--- config.mk ---
export PLATFORM = sky130hd
export DESIGN_NAME = rr_onehot_arbiter
export DESIGN_NICKNAME = d
export VERILOG_FILES = /design/src/rtl/rr_onehot_arbiter.sv
export SDC_FILE = /design/constraint.sdc
export NUM_CORES = 1
export LEC_CHECK = 0
export ABC_AREA = 1
export CELL_PAD_IN_SITES_DETAIL_PLACEMENT = 1
export CELL_PAD_IN_SITES_GLOBAL_PLACEMENT = 1
export CORE_AREA = 3 3 50 57
export DETAILED_ROUTE_END_ITERATION = 10
export DIE_AREA = 0 0 53 60
export PLACE_DENSITY = 0.89
export SETUP_SLACK_MARGIN = 0.02
export SYNTH_ARGS = -nofsm -noshare
export SYNTH_HDL_FRONTEND = slang
export SYNTH_SLANG_ARGS = --single-unit
--- constraint.sdc ---
create_clock -name clk -period 2.8 [get_ports clk]
set_input_delay 0.84 -clock clk [delete_from_list [all_inputs] [get_ports clk]]
set_output_delay 0.84 -clock clk [all_outputs]
set_load 0.03 [all_outputs]
--- src/rtl/rr_onehot_arbiter.sv ---
// Round-robin arbiter producing a registered one-hot grant for an AND-OR selector.
// Optional grant-hold timeout is built only when ARB_TIMEOUT_EN is defined.
module rr_onehot_arbiter #(
    parameter int in_val  = 4,
    parameter int idx_w   = (in_val > 1) ? $clog2(in_val) : 1,
    parameter int timeout = 16
) (
    input  logic              clk,
    input  logic              rst,
    input  logic [in_val-1:0] req,
    input  logic              done,
    output logic [in_val-1:0] grant,
    output logic              grant_valid,
    output logic [idx_w-1:0]  grant_idx,
    output logic              timed_out
);

    typedef enum logic {IDLE, OWNED} state_t;

    state_t             state_q, state_d;
    logic [in_val-1:0]  grant_q, grant_d;
    logic [idx_w-1:0]   idx_q, idx_d;
    logic [idx_w-1:0]   ptr_q, ptr_d;

    logic [idx_w-1:0]   next_ptr;
    logic [idx_w-1:0]   search_ptr;
    logic [idx_w:0]     pick_r;
    logic               owner_req;
    logic               early_rel;
    logic               hold_hit;
    logic               release_now;
    logic               grant_load;

    // Returns {found, index}: first set bit of r at or after p, wrapping around.
    function automatic logic [idx_w:0] pick(input logic [in_val-1:0] r,
                                            input logic [idx_w-1:0]  p);
        logic             found;
        logic [idx_w-1:0] win;
        int               j;
        found = 1'b0;
        win   = '0;
        for (int k = 0; k < in_val; k++) begin
            j = int'(p) + k;
            if (j >= in_val) j = j - in_val;
            if (!found && r[j]) begin
                found = 1'b1;
                win   = idx_w'(j);
            end
        end
        return {found, win};
    endfunction

    assign next_ptr    = (idx_q == idx_w'(in_val - 1)) ? '0 : idx_q + 1'b1;
    assign owner_req   = req[idx_q];
    assign early_rel   = done || !owner_req;
    assign release_now = (state_q == OWNED) && (early_rel || hold_hit);
    assign search_ptr  = (state_q == OWNED) ? next_ptr : ptr_q;
    assign pick_r      = pick(req, search_ptr);

    always_comb begin
        state_d    = state_q;
        grant_d    = grant_q;
        idx_d      = idx_q;
        ptr_d      = ptr_q;
        grant_load = 1'b0;
        case (state_q)
            IDLE: begin
                if (pick_r[idx_w]) begin
                    state_d    = OWNED;
                    grant_load = 1'b1;
                end
            end
            OWNED: begin
                if (release_now) begin
                    ptr_d = next_ptr;
                    if (pick_r[idx_w]) begin
                        grant_load = 1'b1;
                    end else begin
                        state_d = IDLE;
                        grant_d = '0;
                    end
                end
            end
            default: begin
                state_d = IDLE;
                grant_d = '0;
            end
        endcase
        if (grant_load) begin
            idx_d          = pick_r[idx_w-1:0];
            grant_d        = '0;
            grant_d[idx_d] = 1'b1;
        end
    end

    always_ff @(posedge clk) begin
        if (rst) begin
            state_q <= IDLE;
            grant_q <= '0;
            idx_q   <= '0;
            ptr_q   <= '0;
        end else begin
            state_q <= state_d;
            grant_q <= grant_d;
            idx_q   <= idx_d;
            ptr_q   <= ptr_d;
        end
    end

`ifdef ARB_TIMEOUT_EN
    localparam int hold_w = (timeout > 2) ? $clog2(timeout) : 1;

    logic [hold_w-1:0] hold_q, hold_d;
    logic              timed_out_q, timed_out_d;

    assign hold_hit = (state_q == OWNED) && (hold_q == hold_w'(timeout - 1));

    // Counter stays below timeout-1 except at the forced-release edge.
    always_comb begin
        hold_d      = hold_q;
        timed_out_d = release_now && hold_hit && !early_rel;
        if (grant_load) begin
            hold_d = '0;
        end else if (state_q == OWNED) begin
            hold_d = hold_q + 1'b1;
        end
    end

    always_ff @(posedge clk) begin
        if (rst) begin
            hold_q      <= '0;
            timed_out_q <= 1'b0;
        end else begin
            hold_q      <= hold_d;
            timed_out_q <= timed_out_d;
        end
    end

    assign timed_out = timed_out_q;
`else
    assign hold_hit  = 1'b0;
    assign timed_out = 1'b0;
`endif

    assign grant       = grant_q;
    assign grant_valid = (state_q == OWNED);
    assign grant_idx   = idx_q;

endmodule

== Yosys cells after proc, flatten, opt, wreduce, memory -nomap -nowiden ==
Index checks and enable logic that the tools add are counted.
Cells by class
  bitwise logic cells: 1
  multipliers: 0
  $add $sub $neg: 8
  shift operators: 0
  div/mod/pow operators: 0
  reductions and logical operators: 14
  magnitude comparators: 11
  eq/ne operators: 2
  muxes and demuxes: 39
Operator list (count)
  32-bit by 4-bit < comparator with 1-bit output (second input constant): 4
  32-bit two-way mux: 4
  1-bit two-way mux: 17
  4-bit two-way mux: 4
  2-bit two-way mux: 6
  3-bit by 3-bit subtractor with 4-bit output (second input constant): 3
  1-bit binary-select mux with 2-bit select: 5
  3-bit greater-or-equal comparator (second input constant): 3
  2-bit by 2-bit adder with 3-bit output (second input constant): 2
  2-bit by 3-bit < comparator with 1-bit output (second input constant): 2
  1-bit logical AND: 5
  1-bit logical NOT: 4
  1-bit case mux with 2 select lines: 2
  2-bit nonzero test: 2
  2-bit by 3-bit subtractor with 4-bit output (second input constant): 1
  2-bit by 1-bit adder with 3-bit output (second input constant): 1
  2-bit by 3-bit greater-or-equal comparator with 1-bit output (second input constant): 1
  3-bit AND reduction: 1
  2-bit by 1-bit adder with 2-bit output (second input constant): 1
  1-bit demux with 2-bit select: 1
  2-bit == test (second input constant): 1
  2-bit by 1-bit greater-or-equal comparator with 1-bit output (second input constant): 1
  2-bit by 1-bit != test with 1-bit output (second input constant): 1
  2-bit AND reduction: 1
  other kinds (2): 2
Word-level totals
  memories kept: 0
  bits in latches: 0
  memory bits (read-only): 0
  RAM bits: 0
  output and inout bits: 8
  word-level logic and storage cells: 79
  bits of input ports: 7
  bits in registers: 9

== Depth between registers and ports, before layout ==
Gate-level depths: netlist of run 1.
  depth after elaboration: 23
  gate-level depth with buffers: 15
  gate-level depth less buffers: 15

== Worst setup path before layout of run 1 ==
OpenSTA, ideal clock, no wires.
  kind: register -> register
  from: reg idx_q[0] (netlist: grant_idx[0])
  to: reg idx_q[0] (netlist: grant_idx[0])
  buffers on the path: 0
  setup slack: 0.704 ns
  setup time: 0.124 ns
  cell stages (with the launch flop): 14
  arrival time: 1.972 ns
  required time: 2.676 ns
  clock period less this slack: 2.096 ns
  cells stage by stage: dfxtp_1 ha_1 nand2_1 nand2_2 nand2_1 nand2_2 nand2_1 nand2_4 nor2_8 nand2_4 nor2_2 nor2_4 o21ai_1 a21oi_1
On the way
  cells in the longest elaborated chain, start to end: 21
  elaborated cells between the ends (all ways): 53
  classes of those cells: 8 x add/sub; 4 x order compare; 1 x eq/ne; 31 x mux; 9 x reduce/logical
RTL lines
  start, declared: RTL line 22  | logic [idx_w-1:0] idx_q, idx_d;
  start signal, assigned: RTL line 105  | idx_q <= idx_d;
  2-bit by 1-bit adder with 2-bit output / 2-bit == test (equally long branches): RTL line 53  | assign next_ptr = (idx_q == idx_w'(in_val - 1)) ? '0 : idx_q + 1'b1;
  2-bit two-way mux *: RTL line 53
  named net next_ptr[1]: RTL line 25  | logic [idx_w-1:0] next_ptr;
  2-bit two-way mux *: RTL line 57  | assign search_ptr = (state_q == OWNED) ? next_ptr : ptr_q;
  branches (longest 18 deep; another with 3-bit by 3-bit subtractor with 4-bit output)
Mark *: on every way through the listed nets, which the timed path passes. The select of a mux whose other input is x is not followed.
A chain may end at the register's enable or synchronous reset.

== Worst setup path after layout of run 1 ==
  from: reg idx_q[0] (netlist: grant_idx[0])
  to: out grant_idx[0]
RTL lines
  end, declared: RTL line 14  | output logic [idx_w-1:0] grant_idx,
No word-level cell between the ends.

==> flow_results.org, run 1 <==
** Drt
- The detail route stage leaves a number of antenna-violating nets equal to 0.
- The first TritonRoute pass finished after 4 iterations.
- After detailed routing, the average wire length per cell comes to 13.6 um.
- Detailed router's first-iteration violation count :: 11
- Vias :: 943
- In the routed design, unresolved DRC markers number 0.
- Final routed wirelength across all metal layers :: 2460 um
- Dividing the detail-routed via count by the number of cells gives 5.21.

** Setup path
- The critical path is of the reg -> out type.
- The worst setup path is launched from a flop.
- Cell count along the critical path :: 1
- Broken down by cell family, the worst path's largest delay share belongs to buffers and inverters.
- WP buf/inv :: 1
- Data arrival time of the worst path :: 1.49 ns
- The worst setup path is captured at a primary output.
- CP cell instances :: clkdlybuf4s50_1
- For the worst flop-to-flop path, the logic depth is 14.
- At the worst endpoint, the required time is 1.96 ns.
- The slowest stage of the critical path is the clkdlybuf4s50_1 cell.
- Slowest cell delay on critical path :: 0.74 ns
- Of all nets on the critical path, the largest fanout is 9.

** Clock network
- Post-cts hold buffer count :: 0
- The clock passes through at most 2 buffers.
- The root buffer cell chosen for the clock tree is clkbuf_4.
- Num CTS Buffers :: 3
- The later pin in the worst-skew pair is clocked with a latency of 0.25 ns.
- Total setup buffers inserted after CTS :: 0
- The tree built by TritonCTS fans out to 9 sinks.
- CTS tree :: done
- Clock-pin slew was measured on the worst setup and hold paths at 0.06 ns.
- CTS built an H-tree with a depth of 1.
- Post-CTS Resized :: 0

** Run status
- Status :: finished, final reports clean

** Synth
- Cell taking the most area after synthesis :: dfxtp_1
- After synthesis, the cell types taking the most area are dfxtp_1 (20%), nand2_1 (16%), nand3_1 (12%).
- In this run the cell area of the synthesized design comes to 890 um2.
- Among all flip-flop cells after synthesis, the most frequent one is dfxtp_1.
- After technology mapping, the gate count stands at 136.
- The share of the Yosys chip area taken by registers is 20.3%.
- Synthesis Warnings :: 0
- When the netlist entered floorplanning its net count stood at 144.
- Most repeated cell in the gate-level netlist after synthesis :: nand2_1
- Number of synthesized register bits :: 9
- Portion of synthesized cell area occupied by the leading cell type :: 20.3%
- In the synthesized netlist, the cells that appear most often are nand2_1 (39), nand3_1 (21), inv_1 (12).
- Async set or reset register ratio after synthesis :: 0%
- Averaged over all synthesized cells, the footprint is 6.54 um2.
- Counting flops with a built-in enable in the synthesized netlist gives 0.
- The netlist uses 24 different library cells.

** Cells and area
- Leaving out filler cells and counting taps, the final layout contains 181.
- Fraction of layout cells with a size suffix above 1 :: 20.5%
- The finished cells cover 1060 um2.
- For this run, the post-layout net count is 160.
- The number of antenna diodes in the final layout is 0.
- Compared with the post-synthesis result, the final layout area differs by 19.7%.

** Global route
- Via count of the first global-routing pass :: 1030
- Global-route wire length before repair :: 4400 um
- Total gr overflow :: 0
- Initial antenna violation count :: 0
- Maximum number of pins on one net before global-route repair :: 14
- Total GRT Usage :: 18.4%

** STA
- Timing would allow up to 429 MHz.
- Number of max-slew violations in the final report :: 0
- Accumulated negative setup slack :: 0 ns
- Crit path time final :: 2.33 ns
- Unrepaired setup endpoints after global routing :: false
- Between clock sinks in the finished design, the worst skew comes to 0.000276 ns.
- Final Hold Violating Endpoints :: 0
- Period utilisation layout :: 83.2%
- Endpoints failing setup :: 0

** Placement
- In this run the cell area measured after placement is 1040 um2.
- Placed wire-length estimate after detailed placement :: 2010 um
- Gp weighted congestion :: 0.852
- # placed instances :: 177
- Buffers placed on the I/O ports in this run total 13.

** Worst hold path
- Number of cells traversed by the worst hold path :: 2
- Hold Crit Class :: reg -> reg

** Floorplanning
- The die is 53 um wide.
- Cell Rows :: 18
- Core region area :: 2270 um2
- The floorplan step set the die height to 60 um.
- Die area :: 3180 um2
- In this run the count of I/O pins placed on the die edge is 15.
- Effective utilization at floorplan :: 39.1%

** Flow run
- The tool flagged a number of max-cap violations equal to 0.
layer usage:
layer | vias up | share of wire [%] | global-route usage, %
met4 | 0 | 0.57 | 8.39
met1 | 455 | 45 | 21.8
met2 | 11 | 52 | 32.8
met5 | - | 0 | 0
li1 | 475 | - | -
met3 | 2 | 1.5 | 1.75
worst paths after layout:
path                             start               endpoint  slack [ns]
max          grant_idx[0]$_SDFFE_PP0P_           grant_idx[0]        0.47
min              grant[1]$_SDFFE_PP0P_  grant[1]$_SDFFE_PP0P_        0.49
max reg2reg  grant_idx[0]$_SDFFE_PP0P_  grant[3]$_SDFFE_PP0P_        0.58
min reg2reg      grant[1]$_SDFFE_PP0P_  grant[1]$_SDFFE_PP0P_        0.49
logic make-up (layout without fill, tap and decap cells):
| kind of cell | count (synthesis) | count (layout) | share of synthesized area, % |
|---|---|---|---|
| AO/OA/AOI/OAI | 18 | 18 | 12.8 |
| adder cells (fa/ha/maj) | 1 | 1 | 1.41 |
| buffers and inverters | 16 | 31 | 8.02 |
| flip-flops | 9 | 9 | 20.3 |
| other | 1 | 1 | 0.422 |
| AND/OR/NAND/NOR | 91 | 91 | 57.1 |
stage by stage:
| stage | hold WS [ns] | worst slack (ns) | util, % |
|---|---|---|---|
| 3_5_place_dp | 0.475 | 0.248 | 45.7 |
| 5_1_grt | 0.524 | 0.330 | 46.8 |
| 6_report | 0.487 | 0.470 | 46.8 |
| 4_1_cts | 0.487 | 0.450 | 46.8 |
| 2_1_floorplan | 0.443 | 0.704 | - |
| 3_3_place_gp | 0.463 | 0.279 | 45.7 |
state kept, by name (all words and copies together) (netlist names):
register / cells
grant_idx: 2
grant_valid: 1
grant: 4
ptr_q: 2
placed cells by master (no fill, tap or decap), drive strengths merged:
master and n:
nand4 2, clkdlybuf4s50 13, o21ai 5, nor2 8, conb 1, clkbuf 4
inv 14, nand3 24, dfxtp 9, nand2 57, ha 1, o211ai 1
o22ai 1, a21o 1, a21oi 10
cell type report:
type                       count  area (um2)
fill                         309        1210
multi-input combinational    111         638
sequential                     9         180
timing repair buffer          13         130
inverter                      14        52.6
tap                           30        37.5
clock buffer                   4        26.3
Power of run 1 is not shown: default switching activity piles up to over one toggle a cycle in this logic, so the estimate is an artifact.
==> run 2: changes to the inputs <==
--- a/config.mk
+++ b/config.mk
@@ -8,10 +8,10 @@
 export ABC_AREA = 1
 export CELL_PAD_IN_SITES_DETAIL_PLACEMENT = 1
 export CELL_PAD_IN_SITES_GLOBAL_PLACEMENT = 1
-export CORE_AREA = 3 3 50 57
+export CORE_AREA = 3 3 54 61
 export DETAILED_ROUTE_END_ITERATION = 10
-export DIE_AREA = 0 0 53 60
-export PLACE_DENSITY = 0.89
+export DIE_AREA = 0 0 57 64
+export PLACE_DENSITY = 0.81
 export SETUP_SLACK_MARGIN = 0.02
 export SYNTH_ARGS = -nofsm -noshare
 export SYNTH_HDL_FRONTEND = slang
==> constraint.sdc (replaced) <==
create_clock -name clk -period 1.9 [get_ports clk]
set_input_delay 0.57 -clock clk [delete_from_list [all_inputs] [get_ports clk]]
set_output_delay 0.57 -clock clk [all_outputs]
set_load 0.03 [all_outputs]
==> run 2 against run 1 <==
The run now ends with negative setup slack left. Largest cell class unchanged. Sequential share of layout area shrank 4.3 points. Final cell count is 17% higher. Critical endpoint is now grant[3]$_SDFFE_PP0P_. Routed wire length increased by 57%. Critical path depth increased by 13. Register-to-register slack lost 0.68 ns. Final area up 40%. Global-route usage grew 1.8 points. Clock skew rose by 0.0061 ns. Non-clock buffer count up 26. Clock-buffer cell count stayed put. Flip-flop and latch count is the same. Utilization is 7.5 points higher.
==> flow_results.org, run 2 (same netlist as run 1, synthesis figures left out) <==
** Clock network
- Num CTS Buffers :: 3
- In this run, post-CTS hold repair placed 0 buffers.
- Clock latency on the worst-skew pair, taken at its later pin, is 0.27 ns.
- In this run the clock root is driven by a clkbuf_4.
- CTS built an H-tree with a depth of 1.
- The clock passes through at most 2 buffers.
- Reg clk slew, reported paths :: 0.07 ns
- CTS tree :: done
- TritonCTS Sinks :: 9

** Cells and area
- Area overhead of the layout relative to synthesis :: 68.1%
- FILL cells :: 348
- Count of placed standard cells in the final layout, fillers left out :: 211
- Largest register FFs :: 4
- The library cell used most frequently in the layout, excluding fill and tap cells, is nand2_1.
- Number of nets in the finished design :: 187
- ANT cells :: 0
- In the final layout, the share of cells above drive strength 1 is 52.2%.
- Summing all multi-input logic gate instances after layout gives 825 um2.
- Commonest cells after routing, fill and taps aside :: nand2_1 (28), buf_4 (18), nand2_4 (17)
- The sequential cells in the finished layout cover a total of 189 um2.

** Drt
- The first detailed-routing pass ran for 4 iterations.
- Ratio of routed vias to standard cells :: 5.30
- Detailed router's first-iteration violation count :: 30
- Final routed wirelength across all metal layers :: 3880 um
- DRC viols :: 0
- Vias :: 1118
- After detailed routing, the average wire length per cell comes to 18.4 um.
- The detail route stage leaves a number of antenna-violating nets equal to 0.

** STA
- Number of max-slew violations in the final report :: 0
- Final Hold Violating Endpoints :: 0
- Achievable frequency :: 501 MHz
- For the final routed database, the setup TNS stands at -0.440 ns.
- Worst clock skew on the final layout :: 0.00637 ns
- Across all setup checks in the final design, the least slack found is -0.0965 ns.
- Period utilisation layout :: 105%
- Unrepaired setup endpoints after global routing :: true
- Crit path time final :: 2.00 ns
- Endpoints failing setup :: 7

** Setup path
- On the worst path, the slowest cell contributes a delay of 0.35 ns.
- CP cell instances :: ha_4, inv_2, nand2_2, nand2_4, buf_6, nand3_2, nand2_2, inv_2, nand2_4, nor2_4, nor2_4, buf_4, nand3_1, a21oi_2
- Critical path start-end classification :: reg -> reg
- Endpoint class of the critical path :: flop
- Required @ worst endpoint :: 2.10 ns
- Data arrives at the worst endpoint at 2.20 ns.
- STA classifies the critical path startpoint as a flop.
- Of all nets on the critical path, the largest fanout is 5.
- On the critical path, the stage with the largest delay is an instance of dfxtp_2.

** Placement
- The HPWL after detailed placement is 2280 um.
- Gp weighted congestion :: 0.787
- # placed instances :: 193
- Count of input and output buffers :: 13

** Flow run
- The tool flagged a number of max-cap violations equal to 0.

** Floorplanning
- Horizontal die dimension :: 57 um
- Effective utilization at floorplan :: 32.3%
- I/O pin count :: 15
- Core region area :: 2750 um2
- After floorplanning, the core was divided into 20 placement rows.
- Die area :: 3650 um2
- Die outline height :: 64 um

** Global route
- Total GRT Usage :: 20.1%
- Total gr overflow :: 0
- The number of antenna violations at the first check in global routing was 0.
- Maximum number of pins on one net before global-route repair :: 9
- The first global-routing pass estimated 5830 um of wire.
- The number of global-route vias before repair is 1237.

** Run status
- The final reports fail on negative setup slack.
- The flow ran to the end, but the final reports show violations.

** Worst hold path
- The min-delay analysis places its worst path in the category reg -> reg.
## run 2: cell type report
class | instances | share of cell area [%]
inverter | 14 | 3.85
sequential | 9 | 12.6
tap | 33 | 2.76
clock buffer | 4 | 1.76
timing repair buffer | 39 | 23.8
multi-input combinational | 112 | 55.1
## run 2: final timing paths
check	slack, ns	to	start	cells past startpoint
worst max-delay path	-0.1	grant[3]$_SDFFE_PP0P_	grant_idx[1]$_SDFFE_PP0P_	14
worst max register to register	-0.1	grant[3]$_SDFFE_PP0P_	grant_idx[1]$_SDFFE_PP0P_	14
worst min-delay path	0.49	ptr_q[0]$_SDFFE_PP0P_	ptr_q[0]$_SDFFE_PP0P_	2
worst min register to register	0.49	ptr_q[0]$_SDFFE_PP0P_	ptr_q[0]$_SDFFE_PP0P_	2
## run 2: worst max-delay path, delay by kind of cell, from the launching register on
family                   cells  cell delay (ns)
flip-flops                   1             0.35
buffers and inverters        4             0.41
AO/OA/AOI/OAI                1             0.14
adder cells (fa/ha/maj)      1             0.25
AND/OR/NAND/NOR              8             0.76
## run 2: repair_timing
item,in CTS,in global routing
pin swaps,10,14
setup endpoints to repair,10,11
hold endpoints to repair,0,0
setup buffers,9,4
cloned,1,0
resized for setup,34,33
## run 2: per-layer routing
metal	vias up	track usage [%]	routed length (um)
met5	-	0	0
met2	27	39.0	2170
met3	10	1.82	86
met4	0	7.83	106
met1	550	21.8	1510
li1	531	-	-
## run 2: metrics by stage
step	worst slack [ns]	area [um2]	util (%)	hold WS (ns)
CTS	-0.0575	1340	48.6	0.485
global route	-0.170	1500	54.3	0.519
global placement	-0.338	1150	41.6	0.458
detailed placement	-0.390	1150	41.6	0.475
finish	-0.0965	1500	54.3	0.489
floorplan	0.0354	896	-	0.443
Power of run 2 is left out for the same reason.
==> RTL edit, RTL diff (config.mk and constraints of run 2) <==
The parameter `in_val` goes from 4 to 2.
--- a/src/rtl/rr_onehot_arbiter.sv
+++ b/src/rtl/rr_onehot_arbiter.sv
@@ -2,5 +2,5 @@
 // Optional grant-hold timeout is built only when ARB_TIMEOUT_EN is defined.
 module rr_onehot_arbiter #(
-    parameter int in_val  = 4,
+    parameter int in_val  = 2,
     parameter int idx_w   = (in_val > 1) ? $clog2(in_val) : 1,
     parameter int timeout = 16
Ports: changed (resized grant, grant_idx and req); port bits go from 15 to 10. The function was not compared with the original's and may differ.
==> RTL edit against run 2 <==
- cell count fell by 61%
- non-clock buffer count fell by 30
- register-to-register slack improved by 1000 ps
- sequential cell count fell by 4
- cell area fell by 73%
- synthesized area fell by 71%
- setup slack improved by 190 ps
- wire length fell by 82%
- via count fell by 76%
Power is left out: it rests on default switching activity, and per cell area and clock period it moved more than threefold.
==> RTL edit: results (changes against run 2) <==
stage,metric,value,unit,change
global_route,antenna_found_initial,0,,unchanged
global_route,gr-total-overflow,0,,unchanged
worst_setup_path,slowest_delay,670,ps,was 350 ps
logic_synthesis,syn_nets,42,,was 144
cells_and_area,fillCellCount,342,,was 348
worst_setup_path,reg2reg_depth,6,,was 14
placement,port_buffers,8,,was 13
logic_synthesis,yosys-top-cells-area,"dfxtp_1, nand2_1, a21oi_1, nand3_1, nand3_2",,"was dfxtp_1, nand2_1, nand3_1, nand2_4, nand2_2"
cells_and_area,antenna_cells,0,,unchanged
route,via_count,266,,was 1118
logic_synthesis,yosysWarnings,0,,unchanged
placement,finalWeightedCongestion,0.670,,was 0.787
global_route,grt_pass1_vias,327,,was 1237
global_route,grt_util_all_layers,0.0449,,was 0.201
clock_tree,htree_levels,1,,unchanged
worst_setup_path,crit_path_start,grant[0],,was grant_idx[1]
logic_synthesis,postSynth.asyncResetShare,0,,unchanged
worst_setup_path,crit_family,buffers and inverters,,was simple AND/OR/NAND/NOR gates
route,drtPass1Iterations,2,,was 4
cells_and_area,largest_reg_flops,2,,was 4
cells_and_area,drive_gt1_frac,0.224,,was 0.522
sta,skew,3.84,ps,was 6.37 ps
logic_synthesis,yosys_most_used_dff,dfxtp_1,,unchanged
global_route,grt_pass1_wl,1250,um,was 5830 um
logic_synthesis,synth_cell_type_count,10,,was 24
clock_tree,clk_pin_slew,40,ps,was 70 ps
global_route,grt_max_degree,6,,was 9
worst_setup_path,slowest_stage,clkdlybuf4s50_1,,was dfxtp_2
cells_and_area,finalNetCount,55,,was 187
clock_tree,cts-root-buf,clkbuf_4,,unchanged
worst_hold_path,hold_depth,2,,unchanged
route,wl_per_cell,8.50,um,was 18.4 um
logic_synthesis,ys_seq_area_frac,0.390,,was 0.203
worst_setup_path,timing.rr.start,grant_idx,,was grant_idx[1]
route,drt_iter0_markers,3,,was 30
clock_tree,cts.path.max_buffers,2,,unchanged
logic_synthesis,synth_commonest_cells,"nand2_1, a21oi_1, dfxtp_1, nand3_1",,"was nand2_1, nand3_1, inv_1"
worst_setup_path,path_max_fanout,2,,was 5
worst_setup_path,cp.arrival,1240,ps,was 2200 ps
placement,place_hpwl,612,um,was 2280 um
worst_hold_path,hold_path_class,register to register,,unchanged
status,status,"finished, final reports clean",,"was finished, violations left"
sta,fin_setup_tns,0,ps,was -440 ps
clock_tree,numCtsBuffers,3,,unchanged
clock_tree,worstSkewPairLatency,240,ps,was 270 ps
worst_hold_path,min-delay-start,ptr_q,,was ptr_q[0]
RTL edit: changes by cell type after synthesis, moves of 5 or more:
cell / run 2 / this run
nand2_1: 39 / 10
nand3_1: 21 / 5
inv_1: 12 / 3
nand2_4: 9 / 0
nand2_2: 9 / 3
a21oi_1: 10 / 5
nor2_1: 5 / 0
RTL edit: through the flow:
step / worst slack (ps) / std cells / instance area, um2 / hold WS [ps]
after global placement: 211 / 78 / 378 / 461
after detailed placement: 175 / 78 / 378 / 487
after CTS: 64.4 / 82 / 403 / 492
after global routing: 35.9 / 82 / 403 / 524
final: 89.9 / 82 / 403 / 486
after floorplan: 765 / 37 / 256 / 445
RTL edit: path summary, 6_finish.rpt:
kind	to	slack, ps
min reg2reg	ptr_q	490
min	ptr_q	490
max reg2reg	grant[1]	900
max	grant[0]	90
RTL edit: layout make-up:
cell class / count / share of cell area
clock buffer: 4 / 0.0652
sequential: 5 / 0.248
tap: 33 / 0.102
inverter: 5 / 0.0466
timing repair buffer: 9 / 0.214
multi-input combinational: 26 / 0.323
RTL edit: cell families after synthesis:
kind of cell           synth area share
DFF                               0.390
other                            0.0146
buffers and inverters             0.102
and+or+nand+nor                   0.395
AOI/OAI and AO/OA                0.0975
RTL edit: timing repair:
item,CTS,global route
setup endpoints to repair,1,0
hold endpoints to repair,0,0
gates resized for setup,1,0
setup buffers,0,0
RTL edit: layer usage:
metal / track usage / up-vias / routed length (um)
met4: 0.0290 / 0 / 0
met3: 0.0283 / 0 / 58
met5: 0 / - / 0
li1: - / 138 / -
met1: 0.0400 / 122 / 258
met2: 0.0743 / 6 / 381
